[config.mk]
export PLATFORM = sky130hd
export DESIGN_NAME = print_engine
export DESIGN_NICKNAME = d
export VERILOG_FILES = /design/src/rtl/print_pkg.sv /design/src/rtl/print_int_digits.sv /design/src/rtl/print_engine.sv
export SDC_FILE = /design/constraint.sdc
export NUM_CORES = 1
export LEC_CHECK = 0
export BUFFER_PORTS_ARGS = -buffer_cell sky130_fd_sc_hd__buf_2
export CORE_MARGIN = 2
export CORE_UTILIZATION = 35
export CTS_CLUSTER_DIAMETER = 150
export DETAILED_ROUTE_END_ITERATION = 8
export SLEW_MARGIN = 10
export SYNTH_ARGS = -nofsm -noshare
export SYNTH_HDL_FRONTEND = slang
export SYNTH_HIERARCHICAL = 1
export SYNTH_SLANG_ARGS = --single-unit
[constraint.sdc]
create_clock -name clk -period 7.39 [get_ports clk]
set_input_delay 0.3695 -clock clk [delete_from_list [all_inputs] [get_ports clk]]
set_output_delay 0.3695 -clock clk [all_outputs]
set_load 0.02 [all_outputs]
[src/rtl/print_pkg.sv]
// rtl/print_pkg.sv - shared state encoding, syscall codes and power-of-ten table for print_engine
package print_pkg;

    typedef enum logic [2:0] {
        ST_IDLE,
        ST_FETCH,
        ST_EMIT,
        ST_INT,
        ST_HALT
    } state_t;

    localparam logic [31:0] SYS_PRINT_INT = 32'd1;
    localparam logic [31:0] SYS_PRINT_STR = 32'd4;
    localparam logic [31:0] SYS_EXIT      = 32'd10;

    // Index 0 is the most significant decimal place of a 32-bit value.
    function automatic logic [31:0] pow10(input logic [3:0] idx);
        case (idx)
            4'd0:    pow10 = 32'd1000000000;
            4'd1:    pow10 = 32'd100000000;
            4'd2:    pow10 = 32'd10000000;
            4'd3:    pow10 = 32'd1000000;
            4'd4:    pow10 = 32'd100000;
            4'd5:    pow10 = 32'd10000;
            4'd6:    pow10 = 32'd1000;
            4'd7:    pow10 = 32'd100;
            4'd8:    pow10 = 32'd10;
            default: pow10 = 32'd1;
        endcase
    endfunction

endpackage

[src/rtl/print_int_digits.sv]
// rtl/print_int_digits.sv - signed decimal digit generator by repeated subtraction (used with PRINT_INT_EN)
module print_int_digits
    import print_pkg::*;
(
    input  logic        clk,
    input  logic        rst_n,
    input  logic        start,
    input  logic [31:0] value,
    input  logic        next,
    output logic        char_valid,
    output logic [7:0]  char_data,
    output logic        last
);

    logic [31:0] mag;
    logic [3:0]  idx;
    logic [3:0]  digit;
    logic        started;
    logic        sign_pend;
    logic        active;
    logic        ready;

    always_ff @(posedge clk) begin
        if (!rst_n) begin
            mag       <= '0;
            idx       <= '0;
            digit     <= '0;
            started   <= 1'b0;
            sign_pend <= 1'b0;
            active    <= 1'b0;
            ready     <= 1'b0;
        end else if (start) begin
            // Two's-complement negate leaves 0x80000000 as its own unsigned magnitude.
            mag       <= value[31] ? (~value + 32'd1) : value;
            sign_pend <= value[31];
            idx       <= '0;
            digit     <= '0;
            started   <= 1'b0;
            active    <= 1'b1;
            ready     <= 1'b0;
        end else if (active) begin
            if (sign_pend) begin
                if (next) sign_pend <= 1'b0;
            end else if (ready) begin
                if (next) begin
                    ready   <= 1'b0;
                    digit   <= '0;
                    started <= 1'b1;
                    if (idx == 4'd9) active <= 1'b0;
                    else             idx    <= idx + 4'd1;
                end
            end else if (mag >= pow10(idx)) begin
                mag   <= mag - pow10(idx);
                digit <= digit + 4'd1;
            end else if (digit == 4'd0 && !started && idx != 4'd9) begin
                idx <= idx + 4'd1;
            end else begin
                ready <= 1'b1;
            end
        end
    end

    assign char_valid = active && (sign_pend || ready);
    assign char_data  = sign_pend ? 8'h2D : (ready ? (8'h30 + {4'h0, digit}) : 8'h00);
    assign last       = active && ready && !sign_pend && idx == 4'd9;

endmodule

[src/rtl/print_engine.sv]
// rtl/print_engine.sv - syscall print/exit engine; optional integer printing under PRINT_INT_EN
module print_engine
    import print_pkg::*;
#(
    parameter int MAX_LEN = 256
) (
    input  logic        clk,
    input  logic        rst_n,
    input  logic        sys_valid,
    input  logic [31:0] v0,
    input  logic [31:0] a0,
    output logic        mem_req,
    output logic [31:0] mem_addr,
    input  logic        mem_ack,
    input  logic [31:0] mem_rdata,
    output logic        char_valid,
    output logic [7:0]  char_data,
    input  logic        char_ready,
    output logic        busy,
    output logic        exit
);

    state_t      state;
    logic [31:0] ptr;
    logic [31:0] count;
    logic [31:0] word;
    logic [7:0]  cur_byte;
    logic        accept;

    always_comb begin
        case (ptr[1:0])
            2'd0:    cur_byte = word[31:24];
            2'd1:    cur_byte = word[23:16];
            2'd2:    cur_byte = word[15:8];
            default: cur_byte = word[7:0];
        endcase
    end

`ifdef PRINT_INT_EN
    logic       int_valid;
    logic [7:0] int_char;
    logic       int_last;

    print_int_digits u_digits (
        .clk        (clk),
        .rst_n      (rst_n),
        .start      (state == ST_IDLE && sys_valid && v0 == SYS_PRINT_INT),
        .value      (a0),
        .next       (state == ST_INT && char_ready),
        .char_valid (int_valid),
        .char_data  (int_char),
        .last       (int_last)
    );

    assign accept = sys_valid && (v0 == SYS_PRINT_STR || v0 == SYS_EXIT || v0 == SYS_PRINT_INT);
`else
    assign accept = sys_valid && (v0 == SYS_PRINT_STR || v0 == SYS_EXIT);
`endif

    always_ff @(posedge clk) begin
        if (!rst_n) begin
            state <= ST_IDLE;
            ptr   <= '0;
            count <= '0;
            word  <= '0;
        end else begin
            case (state)
                ST_IDLE: begin
                    if (sys_valid && v0 == SYS_PRINT_STR) begin
                        ptr   <= a0;
                        count <= '0;
                        state <= ST_FETCH;
                    end else if (sys_valid && v0 == SYS_EXIT) begin
                        state <= ST_HALT;
`ifdef PRINT_INT_EN
                    end else if (sys_valid && v0 == SYS_PRINT_INT) begin
                        state <= ST_INT;
`endif
                    end
                end
                ST_FETCH: begin
                    if (mem_ack) begin
                        word  <= mem_rdata;
                        state <= ST_EMIT;
                    end
                end
                ST_EMIT: begin
                    if (cur_byte == 8'h00) begin
                        state <= ST_IDLE;
                    end else if (char_ready) begin
                        ptr   <= ptr + 32'd1;
                        count <= count + 32'd1;
                        // Length limit wins over any bytes left in the word.
                        if (count + 32'd1 >= 32'(MAX_LEN)) state <= ST_IDLE;
                        else if (ptr[1:0] == 2'b11)        state <= ST_FETCH;
                    end
                end
`ifdef PRINT_INT_EN
                ST_INT: begin
                    if (int_valid && char_ready && int_last) state <= ST_IDLE;
                end
`endif
                ST_HALT: state <= ST_HALT;
                default: state <= ST_IDLE;
            endcase
        end
    end

    always_comb begin
        char_valid = 1'b0;
        char_data  = 8'h00;
        case (state)
            ST_EMIT: begin
                if (cur_byte != 8'h00) begin
                    char_valid = 1'b1;
                    char_data  = cur_byte;
                end
            end
`ifdef PRINT_INT_EN
            ST_INT: begin
                char_valid = int_valid;
                char_data  = int_char;
            end
`endif
            default: ;
        endcase
    end

    assign mem_req  = (state == ST_FETCH);
    assign mem_addr = mem_req ? {ptr[31:2], 2'b00} : 32'h0;
    assign busy     = (state != ST_IDLE) || accept;
    assign exit     = (state == ST_HALT);

endmodule

# Word-level counts from Yosys, hierarchy flattened
# Cells that the tools add are included.
# Widths: inputs -> output; s select.
[op_classes]
addsub = 2
n_lt_le_gt_ge = 1
n_eq_ne = 15
n_mux = 22
n_reduce_logical = 14
[ops]
columns = ["cell", "n"]
rows = [
  ["$mux 32", 7],
  ["$pmux 32 s2", 2],
  ["$add 32x1->32 const B", 2],
  ["$eq 32x3->1 const B", 1],
  ["$eq 32x4->1 const B", 1],
  ["$ge 32x9->1 const B", 1],
  ["$pmux 8 s3", 1],
  ["$mux 3", 7],
  ["$mux 8", 2],
  ["$pmux 3 s4", 1],
  ["$logic_not 8->1", 1],
  ["$reduce_and 4->1", 2],
  ["$reduce_bool 8->1", 1],
  ["$ne 2x2->1 const B", 3],
  ["$ne 3x3->1 const B", 2],
  ["$eq 2x2->1 const B", 2],
  ["$ne 4x4->1 const B", 1],
  ["$eq 3x1->1 const B", 1],
  ["$eq 3x2->1 const B", 1],
  ["$eq 3x3->1 const B", 1],
  ["$logic_and 1x1->1", 3],
  ["$logic_not 3->1", 1],
  ["$reduce_bool 3->1", 1],
  ["$eq 2x1->1 const B", 1],
  ["6 further kinds", 8],
]
[word_totals]
ff_bits = 99
input_bits = 101
out_inout_bits = 44
elab_cells = 58

# Longest topological paths before layout
[logic_depth]
depth_word = 6
ltp_mapped = 13
depth_no_buf = 10

# Worst setup path after synthesis
# OpenSTA, ideal clock, no wires.
[synth_path]
kind = "register -> register"
startpoint = "reg count[12]"
endpoint = "reg state[0]"
setup_ns = 0.119
t_arrival_ns = 2.954
required_time_ns = 7.271
setup_slack_ns = 4.318
stages_incl_launch_ff = 10
period_less_slack_ns = 3.072
path_cell_list = "dfxtp_1 -> nand4_4 -> or4_1 -> clkbuf_1 -> nor3_2 -> xor2_1 -> or3_1 -> or4_1 -> o31a_1 -> o221a_1"
[synth_between]
elab_chain_len = 6
word_cells_on_any_way = 8
cone_classes = "add/sub: 1; order compare: 1; eq/ne: 1; mux: 4; reduce/logical: 1"
[synth_lines]
columns = ["element", "line", "text"]
rows = [
  ["start, declared", "print_engine.sv:25", "logic [31:0] count;"],
  ["start signal, assigned", "print_engine.sv:92", "count <= count + 32'd1;"],
  ["$add 32x1->32 (*)", "print_engine.sv:94", "if (count + 32'd1 >= 32'(MAX_LEN)) state <= ST_IDLE;"],
  ["$ge 32x9->1 (*)", "print_engine.sv:94", ""],
  ["$mux 3", "print_engine.sv:94", ""],
  ["$mux 3", "print_engine.sv:90", "end else if (char_ready) begin"],
  ["$mux 3", "print_engine.sv:88", "if (cur_byte == 8'h00) begin"],
  ["$pmux 3 s4", "print_engine.sv:67", "case (state)"],
  ["end signal, assigned", "print_engine.sv:89", "state <= ST_IDLE;"],
  ["end signal, assigned", "print_engine.sv:94", ""],
  ["end signal, assigned", "print_engine.sv:95", "else if (ptr[1:0] == 2'b11) state <= ST_FETCH;"],
  ["end, declared", "print_engine.sv:23", "state_t state;"],
]
# Mark *: on every way between the ends. The rest lies on a longest branch, timed or not. The select of a mux whose other input is x is not followed.
# A chain may end at the register's enable or synchronous reset.

# Worst setup path in the final report
[layout_path]
startpoint = "reg count[11]"
endpoint = "reg state[0]"
# The elaborated chain is that of the path after synthesis.

==> impl_metrics.yaml <==
status:
  status: "finished, final reports clean"
final_layout:
  drive_gt1_frac: 0.207
  nets: 999
  fillCellCount: 1732
  syn_to_final_growth_pct: 18.5
power_and_ir_drop:
  total_leakage_power_nw: 2.77
  power_density_mw_per_mm2: 213
  irDropWorstVdd_mv: 0.136
global_route:
  antenna_found_initial: 1
  grt_pass1_vias: 5414
  track_usage: 0.188
  grt_pass1_wl_um: 27500
  grt_max_degree: 66
  grt_overflow: 0
drt:
  drt_iter0_markers: 392
  drt_drc_violations_left: 0
  vias: 5857
  wl_per_cell_um: 14.7
  ant_nets: 0
  routed_via_density: 5.23
  drt-pass1-iter-count: 5
  wl_um: 16500
timing:
  min_period_ps: 3430
  min_period_over_period: 0.464
  whs_ps: 256
  tightest_slew_ps: 1100
  drv_slew: 0
  fmax_mhz: 292
  fin_skew_ps: 8.13
  setup_viol: 0
  rsz0062_at_grt: "false"
  fin_setup_tns_ps: 0
  relSlewSlack: 0.268
  hold_viol: 0
synthesis:
  avgSynthCellArea_um2: 7.35
  synth_area_leaders: "dfxtp_1 34%, nand2_1 7.3%, a21oi_1 7.0%"
  ys.flop_type: "dfxtp_1"
  syn_inst: 795
  synth_top_area_cell: "dfxtp_1"
  async_flop_share: 0
  yosysMostFrequentCell: "nand2_1"
  ys_ff_latch: 99
  ys_top_cells_by_count: "113 x nand2_1, 103 x nor2_1, 99 x dfxtp_1"
  post-synth-top-area-fraction: 0.339
  synth_enable_flop_cells: 0
  yosysWarningCount: 6
  seq_area_frac_synth: 0.339
  synth.distinct_cells: 68
  netlist_area_mm2: 0.00584
run:
  maxCapViolCount: 0
clocking:
  clockRootBuffer: "clkbuf_16"
  insertion_delay_ps: 350
  holdBufCountCts: 0
  clk_pin_slew_ps: 70
  cts_buffers: 9
  cts-resized-gates: 0
  cts_tree: "built"
  cts_setup_buffers: 0
  cts.sink_count: 99
  cts_max_level: 3
  clockBufferDepth: 2
die:
  dieArea_mm2: 0.0177
  core_mm2: 0.0165
  rows: 47
  design.portCount: 145
  start_util: 0.355
  die_h_um: 133
  die_w_um: 133
worst_setup_path:
  crit_family: "simple AND/OR/NAND/NOR gates"
  path_buf_inv: 0
  cp_data_arrival_time_ps: 3670
  crit_chain: "nand4_4 > or4_1 > nor3_2 > xor2_1 > or3_1 > or4_1 > o31a_1 > o221a_1"
  cp_max_fo: 9
  cp.required_ps: 7630
  startpoint_type: "flop"
  r2r_cells: 8
  critPathKind: "reg -> reg"
  worst-path-stages: 8
  critPathSlowestCell: "or4_1"
  slowest_delay_ps: 740
  end_kind: "flop"
  crit_top_cell: "or4_1"
placed_design:
  dp_hpwl_um: 11400
  portBuffers: 142
  gp_congestion: 0.839
min_path:
  hold_depth: 3
  hp-class: "in -> reg"
[layout make-up]
class | count | area, µm² | share of cell area
multi-input cells | 627 | 3560 | 0.515
flip-flops and latches | 99 | 1980 | 0.286
repair buffers | 148 | 756 | 0.109
well taps | 220 | 275 | 0.0398
clock buffers | 12 | 267 | 0.0385
clock inverters | 4 | 47.5 | 0.00687
inverters | 8 | 30.0 | 0.00434
diodes | 1 | 2.50 | 0.000361
[worst reg2reg max path, cell delays in order, from the launching register on]
cell     delay [ps]
dfxtp_1         550
nand4_4         190
or4_1           740
nor3_2          280
xor2_1           90
or3_1           350
or4_1           560
o31a_1          310
o221a_1         230
[stage by stage]
step	instances	power [mW]	cell area [µm²]	util	worst slack (ps)
after detailed placement	1102	0.988	6610	0.401	4020
final	1119	1.47	6920	0.420	3960
after global placement	1102	0.988	6610	0.401	4000
after floorplan	796	0.872	5850	-	4320
after global routing	1118	1.56	6920	0.420	3740
after CTS	1118	1.49	6920	0.420	3960
[routing by layer]
metal	part of all wire	GRT usage
met5	0	0
met1	0.49	0.268
met2	0.44	0.292
met3	0.065	0.0476
met4	0.0084	0.0325
[cells by family (layout without fill, tap and decap cells)]
family | Yosys count | count (layout) | synth area share
and+or+nand+nor | 401 | 401 | 0.347
AOI/OAI and AO/OA | 183 | 183 | 0.193
DFF | 99 | 99 | 0.339
buffers and inverters | 70 | 172 | 0.0542
xor gates and xnor gates | 36 | 36 | 0.0552
adders and majority gates | 5 | 5 | 0.0107
other | 1 | 3 | 0.000642
[flip-flops by register name, summed over array words and instances (netlist names)]
| name | flops |
|---|---|
| word | 32 |
| state | 3 |
| ptr | 32 |
| count | 32 |
[final timing paths]
check                           endpoint     startpoint  slack, ps
worst max-delay path            state[0]      count[11]       3960
worst min-delay path            word[31]  mem_rdata[31]        260
worst max register to register  state[0]      count[11]       3960
worst min register to register  word[16]       word[16]        460
[cell usage in the layout (no fill, tap or decap), types with 7 or more instances in the layout]
cell / n
buf_2: 142
nand2_1: 112
and3_1: 22
a21oi_1: 81
o21ai_0: 34
inv_1: 7
nor3_1: 16
xor2_1: 24
nand3_1: 30
dfxtp_1: 99
a22oi_1: 12
xnor2_1: 11
nand4_1: 21
clkbuf_16: 9
a31oi_1: 9
nor2_1: 103
a211oi_1: 7
and2_1: 40
nor4_1: 15
[power breakdown]
part / leakage, nW / switching (mW) / internal (mW) / total, mW
clock network: 0.155 / 0.208 / 0.289 / 0.497
logic: 1.82 / 0.253 / 0.128 / 0.381
registers: 0.798 / 0.0296 / 0.566 / 0.596
total: 2.77 / 0.490 / 0.983 / 1.47
Power figures use the tool's default switching activity.
